===== src/rtl/fifo_wr_arbiter.sv =====
// +----------------------------------------------------------------------------+
// | fifo_wr_arbiter: round-robin write arbiter with burst lock for a FIFO port |
// | Revision: 1.0                                                              |
// +----------------------------------------------------------------------------+
`default_nettype none

module fifo_wr_arbiter #(
  parameter int N_REQ      = 4,
  parameter int DATA_WIDTH = 8,
  parameter int MAX_BURST  = 4
) (
  input  logic                        clk,
  input  logic                        rst,
  input  logic [N_REQ-1:0]            req,
  input  logic [N_REQ*DATA_WIDTH-1:0] req_data,
  output logic [N_REQ-1:0]            gnt,
  input  logic                        fifo_full,
  output logic                        fifo_w_en,
  output logic [DATA_WIDTH-1:0]       fifo_data_in,
  output logic                        locked,
  output logic [$clog2(N_REQ)-1:0]    owner
);

  localparam int IW = $clog2(N_REQ);
  localparam int CW = $clog2(MAX_BURST + 1);

  typedef enum logic [0:0] {
    IDLE   = 1'b0,
    LOCKED = 1'b1
  } state_t;

  state_t        state;
  logic [IW-1:0] last;
  logic [CW-1:0] cnt;

  logic          grant_valid;
  logic [IW-1:0] sel;
  logic [IW-1:0] cand;

  // The lock owner keeps the port while it requests; otherwise search from last+1,
  // which leaves the previous owner at lowest priority.
  always_comb begin
    grant_valid = 1'b0;
    sel         = last;
    cand        = last;
    if (state == LOCKED && req[last]) begin
      grant_valid = 1'b1;
    end else begin
      for (int k = 1; k <= N_REQ; k++) begin
        cand = IW'((int'(last) + k) % N_REQ);
        if (!grant_valid && req[cand]) begin
          grant_valid = 1'b1;
          sel         = cand;
        end
      end
    end
    if (rst || fifo_full) begin
      grant_valid = 1'b0;
    end
  end

  always_comb begin
    gnt          = '0;
    fifo_data_in = '0;
    if (grant_valid) begin
      gnt[sel] = 1'b1;
    end
    for (int i = 0; i < N_REQ; i++) begin
      if (gnt[i]) begin
        fifo_data_in = req_data[i*DATA_WIDTH +: DATA_WIDTH];
      end
    end
  end

  assign fifo_w_en = |(req & gnt);
  assign locked    = (state == LOCKED);
  assign owner     = last;

  always_ff @(posedge clk) begin
    if (rst) begin
      state <= IDLE;
      last  <= IW'(N_REQ - 1);
      cnt   <= '0;
    end else if (grant_valid) begin
      last <= sel;
      if (state == LOCKED && sel == last) begin
        if (cnt == CW'(MAX_BURST - 1)) begin
          state <= IDLE;
          cnt   <= '0;
        end else begin
          cnt <= cnt + 1'b1;
        end
      end else if (MAX_BURST > 1) begin
        // Fresh grant or handover from an owner that dropped its request.
        state <= LOCKED;
        cnt   <= CW'(1);
      end else begin
        state <= IDLE;
        cnt   <= '0;
      end
    end else if (state == LOCKED && !fifo_full && !req[last]) begin
      state <= IDLE;
      cnt   <= '0;
    end
  end

endmodule

`default_nettype wire


===== config.mk =====
export PLATFORM = sky130hd
export DESIGN_NAME = fifo_wr_arbiter
export DESIGN_NICKNAME = d
export VERILOG_FILES = /design/src/rtl/fifo_wr_arbiter.sv
export SDC_FILE = /design/constraint.sdc
export NUM_CORES = 1
export LEC_CHECK = 0
export ABC_AREA = 1
export ABC_CLOCK_PERIOD_IN_PS = 5780
export CAP_MARGIN = 20
export CORE_MARGIN = 2
export CORE_UTILIZATION = 41
export CTS_CLUSTER_DIAMETER = 150
export DETAILED_ROUTE_END_ITERATION = 8
export GPL_ROUTABILITY_DRIVEN = 0
export HOLD_SLACK_MARGIN = 0.15
export PLACE_DENSITY = 0.85
export SETUP_SLACK_MARGIN = 0.02
export SYNTH_ARGS = -nofsm -noshare
export SYNTH_HDL_FRONTEND = slang
export SYNTH_SLANG_ARGS = --single-unit
export TNS_END_PERCENT = 10

===== constraint.sdc =====
create_clock -name clk -period 5.78 [get_ports clk]
set_clock_uncertainty 0.15 [all_clocks]
set_input_delay 1.445 -clock clk [delete_from_list [all_inputs] [get_ports clk]]
set_output_delay 1.445 -clock clk [all_outputs]
set_load 0.01 [all_outputs]

==> flow_metrics.env, run 1 <==
export IMPL_worstPathRequired_ns=4.18
export IMPL_fmax_mhz=180
export IMPL_async_flop_share_pct=0
export IMPL_fill_cells=191
export IMPL_clockBufferDepth=2
export IMPL_cts_clk_slew_worst_paths_ns=0.04
export IMPL_grt_pass1_wl_um=4730
export IMPL_tns_ns=0
export IMPL_max_cap_viol_count=0
export IMPL_ant_nets=0
export IMPL_netlist_area_sq_um=967
export IMPL_rsz0062_at_grt="false"
export IMPL_dieArea_sq_mm=0.00276
export IMPL_crit_type="primary input to output pin"
export IMPL_syn_area_per_cell_sq_um=6.45
export IMPL_worst_slack_ns=0.240
export IMPL_worst_slew_pin_slew_ns=0.589
export IMPL_critPathCaptureType="output pin"
export IMPL_hpwl_um=2550
export IMPL_synth_seq_cells=6
export IMPL_grt_max_degree=11
export IMPL_htreeDepth=1
export IMPL_p_leak_nw=0.640
export IMPL_hold_path_class="flip-flop to flip-flop"
export IMPL_swShare_pct=53.8
export IMPL_pwr_share_comb_pct=83.1
export IMPL_drv_slew=0
export IMPL_synth_area_leaders="nand2_1 (23%), dfxtp_1 (12%), nand2_4 (8.2%)"
export IMPL_netlist_instances=150
export IMPL_power_per_cell_area_mw_per_mm2=413
export IMPL_viasPerCell=5.02
export IMPL_ys_seq_area_share_pct=12.4
export IMPL_dp_cells=230
export IMPL_post_drt_wl_per_cell_um=13.0
export IMPL_cts_tree="done"
export IMPL_cts_buffers=3
export IMPL_seq_power_share_pct=10.9
export IMPL_cts_root_buf="clkbuf_4"
export IMPL_synth_edff_count=0
export IMPL_drive_above_1_share_pct=19.5
export IMPL_synth_top_area_cell="nand2_1"
export IMPL_ios=55
export IMPL_p_switching_mw=0.343
export IMPL_grt_antenna_before_repair=0
export IMPL_yosys_warnings=0
export IMPL_gr_total_overflow=0
export IMPL_yosys_area_top_type_share_pct=22.9
export IMPL_cts_resized=0
export IMPL_core_rowCount=17
export IMPL_crit_arrival_ns=3.95
export IMPL_antenna_cells=0
export IMPL_grt_pass1_vias=1088
export IMPL_period_needed_ns=5.54
export IMPL_pre_cts_slack_ns=0.232
export IMPL_drt_initial_drc_count=31
export IMPL_worstPathMaxFanout=9
export IMPL_die_height_um=52.6
export IMPL_via_count=1169
export IMPL_wl_um=3020
export IMPL_cp_start_kind="primary input"
export IMPL_dieWidth_um=52.6
export IMPL_post_route_period_util_pct=95.9
export IMPL_maxSlewHeadroom_pct=60.7
export IMPL_syn2layout_area_growth_pct=59.5
export IMPL_insertion_delay_ns=0.24
export IMPL_fin_nets=247
export IMPL_vdd_drop_max_mv=0.298
export IMPL_synth_flop_cell="dfxtp_1"
export IMPL_dr_pass1_iters=4
export IMPL_remaining_drc_errors=0
export IMPL_hold_violations=0
export IMPL_start_util_pct=43.7
export IMPL_finalPower_mw=0.637
export IMPL_ys_types=26
export IMPL_clock_power_share_pct=6.0
export IMPL_post_cts_setup_buffers=0
export IMPL_status="completed"
export IMPL_stdcell_count=233
export IMPL_io_buffer_count=54
export IMPL_yosysMostFrequentCell="nand2_1"
export IMPL_coreArea_sq_mm=0.00221
export IMPL_synth_common_cells="nand2_1 (59), nand2_2 (12), nand3_1 (11)"
export IMPL_cts_sinks=6
export IMPL_synth_fp_nets=190
export IMPL_grt_use_total_pct=22.7
export IMPL_p_int_mw=0.294
export IMPL_hold_buffers=0
export IMPL_setup_viol=0
registers in the layout (all words and copies together) (netlist names):
name    count
cnt         3
locked      1
owner       2
kinds of logic after synthesis:
| group | Yosys count | synth area share (%) |
|---|---|---|
| AOI/OAI and AO/OA | 13 | 8.41 |
| adders and majority gates | 1 | 1.29 |
| buffers and inverters | 17 | 10.3 |
| DFF | 6 | 12.4 |
| xor gates and xnor gates | 2 | 3.36 |
| and+or+nand+nor | 111 | 64.2 |
cells in the final DEF, fill, tap and decap left out:
master and instances:
nand2_1 59, inv_2 2, ha_1 1, inv_12 1, o21ai_0 3, nor3_4 2, nand3_2 3, o31ai_1 1
o21ai_4 1, inv_1 10, nand4_1 10, inv_8 1, nor2_1 2, a21oi_1 5, clkinv_2 1, nor2_4 3
clkdlybuf4s50_1 54, nor2_2 1, o21ai_1 2, nand2_4 7, nand3_1 11, dfxtp_1 6, o211ai_1 1, nand3_4 1
nand2_2 12, xor2_2 2, clkbuf_4 3
path summary, 6_finish.rpt:
path	startpoint	end	slack [ns]	cells past startpoint
worst min register to register	cnt[2]	cnt[2]	0.29	2
worst max register to register	owner[0]	cnt[2]	3.48	16
worst max-delay path	req[3]	fifo_data_in[3]	0.24	15
worst min-delay path	cnt[2]	cnt[2]	0.29	2
power by group through the flow:
stage	sequential, mW	clock, mW	combinational [mW]
6_report	0.0695	0.0379	0.530
5_1_grt	0.0713	0.0424	0.572
2_1_floorplan	0.0555	0	0.378
3_5_place_dp	0.0700	0	0.531
3_3_place_gp	0.0697	0	0.514
4_1_cts	0.0694	0.0397	0.533
critical path, stage by stage:
cell and delay [ns]:
clkdlybuf4s50_1 0.50, nand2_1 0.11, nand2_1 0.14, nand2_1 0.06, nand2_1 0.10, nor2_4 0.06
nand2_1 0.05, nand2_1 0.06, nand2_2 0.08, nand2_4 0.07, xor2_2 0.18, nor3_4 0.35
nand2_1 0.11, nand4_1 0.10, clkdlybuf4s50_1 0.54
final cells by class:
type	count	area, sq um	area share [%]
repair buffers	54	541	35.0
multi-input cells	127	747	48.4
well taps	28	35.0	2.27
flip-flops and latches	6	120	7.79
inverters	15	77.6	5.03
clock buffers	3	22.5	1.46
routing by layer:
| layer | vias up | routed length [um] | track usage [%] |
|---|---|---|---|
| met3 | 4 | 194 | 6.29 |
| met2 | 38 | 1630 | 43.5 |
| met4 | 0 | 25 | 6.41 |
| li1 | 598 | - | - |
| met5 | - | 0 | 0 |
| met1 | 529 | 1170 | 23.7 |
per-stage QoR:
step | instance area [sq um] | utilization [%] | hold WS, ns
floorplan | 967 | - | 0.267
global placement | 1520 | 68.7 | 0.278
detailed placement | 1520 | 68.7 | 0.279
CTS | 1540 | 69.7 | 0.286
global route | 1540 | 69.7 | 0.307
finish | 1540 | 69.7 | 0.286
Power figures use the tool's default switching activity.
==> run 2, diff against run 1 <==
--- a/config.mk
+++ b/config.mk
@@ -5,16 +5,16 @@
 export SDC_FILE = /design/constraint.sdc
 export NUM_CORES = 1
 export LEC_CHECK = 0
-export ABC_AREA = 1
 export ABC_CLOCK_PERIOD_IN_PS = 5780
 export CAP_MARGIN = 20
 export CORE_MARGIN = 2
-export CORE_UTILIZATION = 41
+export CORE_UTILIZATION = 39
 export CTS_CLUSTER_DIAMETER = 150
 export DETAILED_ROUTE_END_ITERATION = 8
 export GPL_ROUTABILITY_DRIVEN = 0
 export HOLD_SLACK_MARGIN = 0.15
 export PLACE_DENSITY = 0.85
+export REMOVE_ABC_BUFFERS = 1
 export SETUP_SLACK_MARGIN = 0.02
 export SYNTH_ARGS = -nofsm -noshare
 export SYNTH_HDL_FRONTEND = slang
==> flow_metrics.env, run 2 <==
export IMPL_syn2layout_area_growth_pct=78.2
export IMPL_drv_slew=0
export IMPL_cts_tree="done"
export IMPL_hpwl_um=2480
export IMPL_stdcell_count=194
export IMPL_synth_area_leaders="mux2i_1 (21%), dfxtp_1 (14%), o22ai_1 (6.5%)"
export IMPL_status="completed"
export IMPL_via_count=1112
export IMPL_synth_flop_cell="dfxtp_1"
export IMPL_die_height_um=51.3
export IMPL_grt_pass1_wl_um=5090
export IMPL_hold_buffers=0
export IMPL_maxSlewHeadroom_pct=58.7
export IMPL_yosys_warnings=0
export IMPL_power_per_cell_area_mw_per_mm2=196
export IMPL_async_flop_share_pct=0
export IMPL_start_util_pct=40.1
export IMPL_ant_nets=0
export IMPL_ios=55
export IMPL_worst_slack_ns=0.0212
export IMPL_crit_top_cell="clkdlybuf4s50_1"
export IMPL_ys_seq_area_share_pct=13.8
export IMPL_clockBufferDepth=2
export IMPL_insertion_delay_ns=0.26
export IMPL_grt_pass1_vias=1182
export IMPL_remaining_drc_errors=0
export IMPL_dieWidth_um=51.3
export IMPL_netlist_area_sq_um=871
export IMPL_rsz0062_at_grt="true"
export IMPL_synth_common_cells="mux2i_1 (18), nor2_1 (9), o22ai_1 (9)"
export IMPL_crit_arrival_ns=4.16
export IMPL_synth_seq_cells=6
export IMPL_finalPower_mw=0.304
export IMPL_dpl_instance_area_sq_mm=0.00147
export IMPL_fin_area_sq_mm=0.00155
export IMPL_worstPathMaxFanout=8
export IMPL_synth_edff_count=0
export IMPL_final_util_pct=71.5
export IMPL_viasPerCell=5.73
export IMPL_critPathCaptureType="output pin"
export IMPL_cts_root_buf="clkbuf_4"
export IMPL_worstPathRequired_ns=4.18
export IMPL_cp_start_kind="primary input"
export IMPL_post_drt_wl_per_cell_um=16.0
export IMPL_drive_above_1_share_pct=14.5
export IMPL_fin_nets=208
export IMPL_path_cells="clkdlybuf4s50_1 -> buf_4 -> mux4_2 -> and2_1 -> a221oi_4 -> nand2_4 -> o22ai_1 -> clkdlybuf4s50_1"
export IMPL_yosysMostFrequentCell="mux2i_1"
export IMPL_pre_cts_slack_ns=-0.0952
export IMPL_p_leak_nw=0.753
export IMPL_cts_sinks=6
export IMPL_crit_path_max_incr_delay_ns=0.57
export IMPL_top_register="cnt"
export IMPL_cts_clk_slew_worst_paths_ns=0.04
export IMPL_dr_pass1_iters=4
export IMPL_wl_um=3110
export IMPL_largest_reg_flops=3
export IMPL_ys_types=41
export IMPL_fmax_mhz=174
export IMPL_max_cap_viol_count=0
export IMPL_grt_max_degree=21
export IMPL_layout_cells_most_common="clkdlybuf4s50_1"
export IMPL_core_rowCount=17
export IMPL_hold_violations=0
export IMPL_gr_total_overflow=0
export IMPL_grt_use_total_pct=25.8
export IMPL_dp_cells=191
export IMPL_syn_area_per_cell_sq_um=7.99
export IMPL_setup_viol=0
export IMPL_dieArea_sq_mm=0.00263
export IMPL_hold_path_class="flip-flop to flip-flop"
export IMPL_cts_buffers=3
export IMPL_htreeDepth=1
export IMPL_final_cell_mix="clkdlybuf4s50_1 (45), mux2i_1 (17), nor2_1 (9), o22ai_1 (9), dlymetal6s2s_1 (9)"
export IMPL_coreArea_sq_mm=0.00217
export IMPL_crit_type="primary input to output pin"
export IMPL_post_route_period_util_pct=99.6
export IMPL_yosys_area_top_type_share_pct=20.7
export IMPL_critPathTopFamily="buffers and inverters"
export IMPL_io_buffer_count=54
export IMPL_synth_top_area_cell="mux2i_1"
export IMPL_vdd_drop_max_mv=0.139
export IMPL_worst_slew_pin_slew_ns=0.618
export IMPL_period_needed_ns=5.76
export IMPL_crit_slowest_cell="clkdlybuf4s50_1"
export IMPL_drt_initial_drc_count=18
export IMPL_path_buf_inv=3
export IMPL_netlist_instances=109
export IMPL_antenna_cells=0
export IMPL_grt_antenna_before_repair=0
run 2: worst reg2reg max path: cells and delay by family, from the launching register on:
family | cells | cell delay [ns]
AO/OA/AOI/OAI | 3 | 0.86
buffers and inverters | 1 | 0.08
flip-flops | 1 | 0.71
multiplexers | 1 | 0.30
AND/OR/NAND/NOR | 2 | 0.36
run 2: worst paths after layout:
path	startpoint	end	slack, ns	cells past startpoint
max	req[1]	fifo_data_in[7]	0.02	8
max reg2reg	owner[0]	locked	3.24	7
min reg2reg	cnt[2]	cnt[2]	0.32	1
min	cnt[2]	cnt[2]	0.32	1
run 2: report_power, final:
part	switching, mW	internal, mW	total, mW
sequential	0.0110	0.0455	0.0565
clock	0.0180	0.0237	0.0417
combinational	0.0929	0.113	0.206
total	0.122	0.182	0.304
run 2: kinds of logic after synthesis:
group | count (synthesis) | share of synthesized area (%)
buf+inv | 13 | 8.19
mux | 20 | 25.0
compound gates | 34 | 29.2
fa+ha+maj | 1 | 1.44
simple gates | 35 | 22.4
flops | 6 | 13.8
run 2: per-layer routing:
metal / GRT usage, % / routed length [um] / vias up
met4: 11.4 / 76 / 0
met3: 7.89 / 244 / 8
met5: 0 / 0 / -
met1: 24.4 / 1110 / 522
li1: - / - / 534
met2: 50.2 / 1680 / 48
run 2: per-stage QoR:
step	setup TNS, ns	hold WS, ns
after floorplan	0	0.291
after global placement	0	0.304
after detailed placement	-0.223	0.311
after CTS	0	0.318
after global routing	-0.0660	0.333
final	0	0.320
run 2: area by class of cell:
| cell class | count | area, sq um |
|---|---|---|
| Multi-Input combinational cell | 90 | 718 |
| Tap cell | 28 | 35.0 |
| Clock buffer | 3 | 22.5 |
| Timing Repair Buffer | 61 | 628 |
| Inverter | 6 | 27.5 |
| Sequential cell | 6 | 120 |
| Fill cell | 189 | 618 |
run 2: repair_timing:
action                                  4_1_cts  5_1_grt
endpoints found under the setup margin        8       10
gates resized for setup                       5       13
setup buffers                                 0        0
pin swaps                                     2        2
==> RTL edit, RTL diff (settings of run 1) <==
Set the parameter `DATA_WIDTH` to 9 (it was 8).
--- a/src/rtl/fifo_wr_arbiter.sv
+++ b/src/rtl/fifo_wr_arbiter.sv
@@ -6,7 +6,7 @@
 
 module fifo_wr_arbiter #(
   parameter int N_REQ      = 4,
-  parameter int DATA_WIDTH = 8,
+  parameter int DATA_WIDTH = 9,
   parameter int MAX_BURST  = 4
 ) (
   input  logic                        clk,
Interface: changed (resized fifo_data_in and req_data); port bits go from 55 to 60. No check against the original RTL was run, so the function may have changed too.
==> RTL edit against run 1 <==
  * Sequential cell count unchanged
  * Setup slack lost 0.035 ns
  * Final area increased by 5.9%
  * Count of clock-buffer cells in the layout unchanged
  * Hold slack gained 0.011 ns
  * Combinational power is 10% higher
  * Sequential power down 4.5%
  * Final cell count rose by 4.7%
  * Critical path type unchanged
  * Total power up 7.6%
  * Area after synthesis shrank 1.8%
  * Utilization rose by 4.8 points
  * Wire length is 1.5% lower
==> RTL edit: results (changes against run 1) <==
Status
  – Outcome: complete, no violations

Drt
  – Total length of routed met2 wires: 1572 um (-3.4%)
  – Routed vias/inst: 5.057 (+0.80%)
  – First DRT Iteration DRCs: 12 (-61%)
  – Final wirelength: 2975 um (-1.5%)
  – Met3 WL: 156 um (-20%)
  – Routed length per instance: 12.19 um (-5.9%)

Logic synthesis
  – Yosys warns: 0 (unchanged)
  – Main area contributors after synthesis: sky130_fd_sc_hd__nand2_1 (25%), sky130_fd_sc_hd__dfxtp_1 (13%), sky130_fd_sc_hd__nand2_4 (9.5%), sky130_fd_sc_hd__nand4_1 (7.9%), sky130_fd_sc_hd__nor2_8 (6.3%)
  – Async set-or-reset flop fraction in the synthesized netlist: 0% (unchanged)
  – Net Count, Synth: 196 (+3.2%)
  – Seq/Total Area, Yosys: 12.65% (+0.23 points)
  – Top_reg_cell synth: sky130_fd_sc_hd__dfxtp_1
  – Post-synthesis cell count: 152 (+1.3%)
  – Post-synth top cells: sky130_fd_sc_hd__nand2_1 (63), sky130_fd_sc_hd__inv_1 (14), sky130_fd_sc_hd__nand4_1 (12)
  – Number of distinct library cells after synthesis: 23 (-12%)

Worst setup path
  – Slowest stage delay, CP: 0.56 ns (+0.02 ns)
  – Arrival time reported for the critical path endpoint: 3.98 ns (+0.03 ns)
  – Largest fanout on the critical path: 10 (+1)
  – Crit-path leading delay family: simple AND/OR/NAND/NOR gates

Global route
  – Initial antenna violation count: 0 (unchanged)
  – Vias in the first global route: 1,167 (+7.3%)
  – Met2 routing resource usage after global routing: 41.14% (-2.4 points)
  – Met3 layer usage reported by global route: 3.161% (-3.1 points)
  – Largest net degree at the start of global routing: 13 (+2)
  – Global-route wire length before repair: 4678 um (-1.0%)
  – M1 GR Usage: 23.95% (+0.30 points)
  – GRT Total Usage: 22.00% (-0.73 points)

Placement
  – Number of port buffers: 59 (+9.3%)
  – Post-detail-place hpwl: 2490 um (-2.5%)
  – Number of cells after detailed placement: 238 (+3.5%)

STA
  – Slew at the pin with the worst max-slew slack: 0.5542 ns (-0.03515 ns)

Power
  – Power dissipated by switching net loads: 0.3594 mW (+4.7%)
  – Worst-case vdd ir drop: 0.0004159 V (+40%)
  – Leakage: 0.7225 nW (+13%)
  – Sequential power share: 9.7% (-1.2 points)
  – Relative contribution of the clock network to total power: 5.2% (-0.8 points)

Layout
  – Share of cells above drive strength 1: 16.20% (-3.3 points)
  – Layout Nets: 262 (+6.1%)

CTS
  – Clk buf depth: 2 (unchanged)
  – Root buffer selected by CTS: sky130_fd_sc_hd__clkbuf_4
  – H-tree depth: 1 (unchanged)
RTL edit: area by class of cell:
class | instances | area (um2)
multi-input combinational | 130 | 775.7
timing repair buffer | 61 | 618.1
fill | 185 | 556.8
sequential | 6 | 120.1
inverter | 16 | 62.56
tap | 28 | 35.03
clock buffer | 3 | 22.52
RTL edit: through the flow:
stage,utilization [%],power [mW],cell area [um2],setup slack [ns],hold slack [ns]
2_1_floorplan,-,0.4408,949.7,1.355,0.2647
3_3_place_gp,71.56,0.6060,1568,0.1932,0.2877
3_5_place_dp,71.56,0.6150,1568,0.1657,0.2944
4_1_cts,72.59,0.6536,1590,0.1621,0.2998
5_1_grt,74.59,0.7442,1634,0.01820,0.3291
6_report,74.59,0.6859,1634,0.2043,0.2967
RTL edit: final timing paths:
check / start / endpoint / slack, ns / cells past startpoint
max: req[0] / fifo_data_in[5] / 0.20 / 15
min: cnt[2]$_SDFFE_PP0P_ / cnt[2]$_SDFFE_PP0P_ / 0.30 / 2
max reg2reg: owner[0]$_SDFFE_PP1P_ / owner[0]$_SDFFE_PP1P_ / 3.22 / 14
min reg2reg: cnt[2]$_SDFFE_PP0P_ / cnt[2]$_SDFFE_PP0P_ / 0.30 / 2
RTL edit: repair_timing:
| item | CTS | global route |
|---|---|---|
| setup buffers | 0 | 2 |
| hold buffers | 0 | 0 |
| resized for setup | 0 | 3 |
| endpoints found under the setup margin | 0 | 9 |
RTL edit: kinds of logic (layout without fill, tap and decap cells):
group | Yosys count | after routing | synth area share, %
buffers and inverters | 17 | 80 | 7.115
adder cells (fa/ha/maj) | 1 | 1 | 1.317
AND/OR/NAND/NOR | 112 | 113 | 66.14
AO/OA/AOI/OAI | 15 | 15 | 9.880
flip-flops | 6 | 6 | 12.65
XOR/XNOR | 1 | 1 | 2.899
